===== config.mk =====
export PLATFORM = sky130hd
export DESIGN_NAME = zcash_resp_arbiter
export DESIGN_NICKNAME = d
export VERILOG_FILES = /design/src/rtl/zcash_resp_arbiter.sv
export SDC_FILE = /design/constraint.sdc
export NUM_CORES = 1
export LEC_CHECK = 0
export CAP_MARGIN = 10
export CORE_UTILIZATION = 42
export CTS_BUF_LIST = sky130_fd_sc_hd__clkbuf_8
export DETAILED_ROUTE_END_ITERATION = 16
export MAX_ROUTING_LAYER = met4
export PLACE_DENSITY = 0.95
export SYNTH_ARGS = -nofsm -noshare
export SYNTH_HDL_FRONTEND = slang
export SYNTH_SLANG_ARGS = --single-unit
export TNS_END_PERCENT = 50

===== constraint.sdc =====
create_clock -name i_clk -period 5 [get_ports i_clk]
set_clock_uncertainty 0.15 [all_clocks]
set_input_delay 1 -clock i_clk [delete_from_list [all_inputs] [get_ports i_clk]]
set_output_delay 1 -clock i_clk [all_outputs]
set_load 0.02 [all_outputs]

===== src/rtl/zcash_resp_arbiter.sv =====
// Packet-level round-robin arbiter that merges N_SRC response streams onto one
// registered AXI-stream output; a granted source holds the lock until its eop beat.
module zcash_resp_arbiter #(
    parameter int N_SRC    = 2,
    parameter int DAT_BYTS = 8,
    parameter int CTL_BITS = 8,
    parameter int MOD_BITS = 3
) (
    input  logic                          i_clk,
    input  logic                          i_rst,
    input  logic [N_SRC-1:0]              i_val,
    input  logic [N_SRC*DAT_BYTS*8-1:0]   i_dat,
    input  logic [N_SRC*CTL_BITS-1:0]     i_ctl,
    input  logic [N_SRC*MOD_BITS-1:0]     i_mod,
    input  logic [N_SRC-1:0]              i_sop,
    input  logic [N_SRC-1:0]              i_eop,
    output logic [N_SRC-1:0]              o_rdy,
    output logic                          o_val,
    output logic [DAT_BYTS*8-1:0]         o_dat,
    output logic [CTL_BITS-1:0]           o_ctl,
    output logic [MOD_BITS-1:0]           o_mod,
    output logic                          o_sop,
    output logic                          o_eop,
    input  logic                          i_rdy,
    output logic [N_SRC-1:0]              o_grant
);

    localparam int DW = DAT_BYTS * 8;
    localparam int IW = (N_SRC > 1) ? $clog2(N_SRC) : 1;

    typedef struct packed {
        logic [DW-1:0]       dat;
        logic [CTL_BITS-1:0] ctl;
        logic [MOD_BITS-1:0] mod;
        logic                sop;
        logic                eop;
    } beat_t;

    typedef enum logic {IDLE, LOCK} state_t;

    state_t        state;
    logic [IW-1:0] last;
    logic [IW-1:0] win;
    beat_t         src [N_SRC];
    beat_t         sel;
    logic          out_free;
    logic          xfer;

    for (genvar k = 0; k < N_SRC; k++) begin : g_src
        assign src[k] = {i_dat[k*DW +: DW], i_ctl[k*CTL_BITS +: CTL_BITS],
                         i_mod[k*MOD_BITS +: MOD_BITS], i_sop[k], i_eop[k]};
    end

    // While locked, last is the granted source index.
    assign sel      = src[last];
    assign out_free = !o_val || i_rdy;
    assign xfer     = (state == LOCK) && i_val[last] && out_free;
    assign o_rdy    = o_grant & {N_SRC{out_free}};

    // Scan from last+1 with wrap; iterating downward lets the nearest requester win.
    always_comb begin
        logic [IW-1:0] idx;
        win = '0;
        idx = '0;
        for (int i = N_SRC; i >= 1; i--) begin
            idx = IW'((int'(last) + i) % N_SRC);
            if (i_val[idx]) win = idx;
        end
    end

    always_ff @(posedge i_clk) begin
        if (i_rst) begin
            state   <= IDLE;
            last    <= IW'(N_SRC - 1);
            o_grant <= '0;
            o_val   <= 1'b0;
            o_dat   <= '0;
            o_ctl   <= '0;
            o_mod   <= '0;
            o_sop   <= 1'b0;
            o_eop   <= 1'b0;
        end else begin
            case (state)
                IDLE: if (|i_val) begin
                    state   <= LOCK;
                    last    <= win;
                    o_grant <= N_SRC'(1) << win;
                end
                LOCK: if (xfer && sel.eop) begin
                    state   <= IDLE;
                    o_grant <= '0;
                end
                default: state <= IDLE;
            endcase
            if (out_free) begin
                o_val <= xfer;
                if (xfer) begin
                    o_dat <= sel.dat;
                    o_ctl <= sel.ctl;
                    o_mod <= sel.mod;
                    o_sop <= sel.sop;
                    o_eop <= sel.eop;
                end
            end
        end
    end

endmodule


# Word-level counts from Yosys, hierarchy flattened

Cells that the tools add are included.

Latch bits: 0
RAM bits: 0
Memory bits (read-only): 0
Logic and storage cells: 47
Register bits after elaboration: 82
Memories: 0
Input bits: 159
Output and inout bits: 82

Shift-type cells: 1
$add $sub $neg: 2
Reduce and logical (&&, ||, !) cells: 9
$lt $le $gt $ge: 4
Div/mod/pow operators: 0
Bitwise operators: 3
Multipliers: 0
Equality and inequality tests: 2
Muxes and demuxes: 17

Operators with widths:

| cell                | count |
|---|---|
| $mux 77             | 3 |
| $mux 1              | 10 |
| $lt 1x2->1 const B  | 3 |
| $reduce_and 2->1    | 3 |
| $mux 2              | 2 |
| $pmux 2 s2          | 1 |
| $logic_and 1x1->1   | 3 |
| $add 1x1->1 const B | 2 |
| $and 2x2->2         | 1 |
| $ge 2x2->1 const B  | 1 |
| $ne 2x1->1 const B  | 1 |
| $ne 2x2->1 const B  | 1 |
| $not 1->2           | 1 |
| $pmux 1 s2          | 1 |
| $reduce_or 2->1     | 1 |
| $shl 1x1->2 const A | 1 |
| $logic_not 1->1     | 1 |
| $logic_or 1x1->1    | 1 |
| $not 1->1           | 1 |

# Logic depth before layout (Yosys ltp)

Depth in word-level cells: 8
Mapped depth: 6
Gate-level depth less buffers: 3

# Least setup slack after synthesis

OpenSTA, ideal clock, no wires.

Kind: input port to output port
From: in i_rdy
To: out o_rdy[0]
Cell stages on the path: 5
Buffers on the path: 3
Setup slack: 2023 ps
Arrival: 1827 ps
Data required time: 3850 ps
Cells stage by stage: nand2b_1 -> buf_2 -> buf_2 -> buf_2 -> and2_1

Cells in the longest elaborated chain, start to end: 2

RTL lines:

| what             | line | RTL |
|---|---|---|
| from (decl)      | 24   | `input logic i_rdy,` |
| $logic_or 1x1->1 | 56   | `assign out_free = !o_val \|\| i_rdy;` |
| $and 2x2->2      | 58   | `assign o_rdy = o_grant & {N_SRC{out_free}};` |
| to (decl)        | 17   | `output logic [N_SRC-1:0] o_rdy,` |

No other way between the ends.

# Final worst setup path

From: in i_rdy
To: out o_rdy[1]

The elaborated chain is that of the path after synthesis.

==> impl_results.md <==
* Antenna fix cells at 0
* Synth unique cells at 28
* CP Launch Type: input port
* H-tree depth at 3
* Post-synth top area share at 0.4094
* Count leader, synth: dfxtp_1
* Synth-to-layout area growth at 64.21%
* Pin count of the biggest net entering global routing at 83
* Status: complete, no violations
* Max-slew violation count at 0
* Worst path most repeated cell: clkdlybuf4s50_1
* #FFs+latches synth at 82
* Top FF cell, synth: dfxtp_1
* Worst vdd ir at around 210 uV
* Headroom to the max-slew limit at 0.4177
* Largest cells by area after synthesis: dfxtp_1 41%, mux2i_1 19%, a31oi_1 12%
* Synth top cells by count: 82 x dfxtp_1, 78 x mux2i_1, 77 x a31oi_1, 58 x a211oi_1, 25 x clkbuf_1
* Simple-gate share of the synthesized area at 0.02059
* Post-synthesis net count at 550
* Hold Worst Slack at 0.3616 ns
* Initial antenna violation count at 0
* Cts bufs inserted at 9
* Share of layout cells above drive strength 1 at 0.07641
* Detailed-route via count at 4094
* Ys async rst share at 0
* Clock Path Buffers at 2
* Post-synthesis mux area share at 0.1984
* Largest family of logic cells by synthesized area: compound AO/OA/AOI/OAI gates
* # setup viols final at 0
* Root Buffer: clkbuf_8
* Critical path arrival at 2.37 ns
* CTS tree: done
* Drt drc at 0
* Power Density at 314.8 mW/mm^2
* Final Routed Wirelength at 12490 um
* CP bufs+invs at 2
* Placed Area at 0.006365 mm^2
* Setup WS post-layout at about 1.5 ns
* Fmax at 0.2843 GHz
* Drt pass-1 iters at 4
* Delay of the slowest cell on the worst path at about 0.6 ns
* Antenna Nets Post-Route at 0
* Global route overflow at 0
* 1st-iter DRT viols at 120
* Nets at 756
* Final hold violations at 0
* Core box area at roughly 0.0092 mm^2
* Min cycle time layout at 3.517 ns
* Minimum setup slack after placement at 1.489 ns
* CTS Sinks at between 80 and 90
* Final HPWL DP at slightly below 9000 um
* Final Instance Area at 0.006585 mm^2
* Maxcap violations at 0
* Number of global-route vias before repair at roughly 4000
* Syn Std Cell Area at about 0.0040 mm^2
* IO Port Bufs at 240
* Area leader, netlist: dfxtp_1
* CP required at 3.85 ns
* Avg WL per Cell at 17.08 um
* EDFF count, synth at 0
* GR Util All Layers at 0.2524
* Placer Congestion at 0.7307
* Critical path type: in -> out
* # hold bufs at CTS at 0
* CP Max Fanout at 4
* CP delay by family, top: buffers and inverters
* Post-Synth Adder-Cell Area at 0
* IO Count at 241
* Die ar. at 0.009943 mm^2
* Share of the yosys chip area belonging to registers at 0.4094
* CP endpoint kind: output pin
* Clock Latency Late Sink at 0.33 ns
* FP Rows at 35
* Cells after synthesis at 391
* Vias per cell at 5.601
* RSZ-0062 raised after global routing: false
* Ys Warns at 0
* Post_cts resized at 0
* Setup TNS at 0 ns
* Chip Width at 99.72 um
* Leak at 2.591 nW
* Synth Area in Compound Gates at 0.3033
* Synth Area in XOR/XNOR at 0
* Crit path max-delay cell type: clkdlybuf4s50_1
* Synth Area per Inst at a little over 10 um^2
* Worst-margin pin slew at between 0.8 and 0.9 ns
* Starting Density at 0.4340
* Die Y-Extent at roughly 100 um
* Critical-path cell list: clkdlybuf4s50_1, nand2b_2, and2_1, clkdlybuf4s50_1
* Post-CTS setup buffer count at 0
* First-pass GRT wire length at 19490 um
* Worst-path clk slew at 0.07 ns
* Worst hold path class: reg -> reg
* Tcrit/Tclk final at 0.7034
per-stage QoR:
step | std cells | total power, mW | util
after floorplan | 391 | 1.224 | -
after global placement | 715 | 1.538 | 0.6888
after detailed placement | 715 | 1.566 | 0.6888
after CTS | 731 | 2.087 | 0.7127
after global routing | 731 | 2.173 | 0.7127
final | 731 | 2.073 | 0.7127
cell usage in the layout, fill, tap and decap left out, types with 2 or more instances in the layout:
master and n:
bufinv_16 2, buf_4 7, a211oi_1 58, clkbuf_8 10, a31oi_1 77, nor2_1 3, clkinvlp_4 2, and2_1 2
a211oi_2 19, mux2i_1 78, clkdlybuf4s50_1 239, dfxtp_1 80, nand2_1 3, inv_1 3
layer usage:
| layer | track usage | part of all wire | vias up |
|---|---|---|---|
| met5 | - | 0 | - |
| met4 | 0.08258 | 0.022 | 0 |
| li1 | - | - | 1961 |
| met3 | 0.05622 | 0.064 | 26 |
| met1 | 0.2834 | 0.41 | 1935 |
| met2 | 0.4424 | 0.51 | 172 |
sequential cells by signal, indices dropped and copies added (netlist names):
name,flops
last,1
o_sop,1
state,1
o_dat,64
o_eop,1
o_ctl,8
o_val,1
o_grant,2
o_mod,3
where the power goes:
| group | total, mW | switching, mW | internal, mW |
|---|---|---|---|
| Clock | 0.522 | 0.231 | 0.292 |
| Sequential | 0.798 | 0.0624 | 0.735 |
| Combinational | 0.753 | 0.368 | 0.385 |
| Total | 2.07 | 0.661 | 1.41 |
kinds of logic after synthesis:
logic type	Yosys count
AOI/OAI and AO/OA	162
buffers and inverters	53
DFF	82
muxes	79
and+or+nand+nor	15
final timing paths:
kind / startpoint / endpoint / slack, ns / cells after the start
setup / recovery: i_rdy / o_rdy[1] / 1.48 / 4
hold / removal: o_grant[1] / o_grant[1] / 0.36 / 2
setup reg to reg: last / o_grant[1] / 2.26 / 4
hold reg to reg: o_grant[1] / o_grant[1] / 0.36 / 2
worst register-to-register path, cell delays in order, from the launching register on:
cell	delay (ns)
dfxtp_4	0.81
buf_4	0.67
mux2i_1	0.35
nor4_1	0.46
o31ai_1	0.15
final cells by class:
class                   instances  area (um^2)
well taps                     129        161.4
flip-flops and latches         82         1647
repair buffers                247         2450
clock inverters                 6        82.58
multi-input cells             256         2103
inverters                       1        3.754
clock buffers                  10        137.6
fillers                       697         2655
Power figures use the tool's default switching activity.
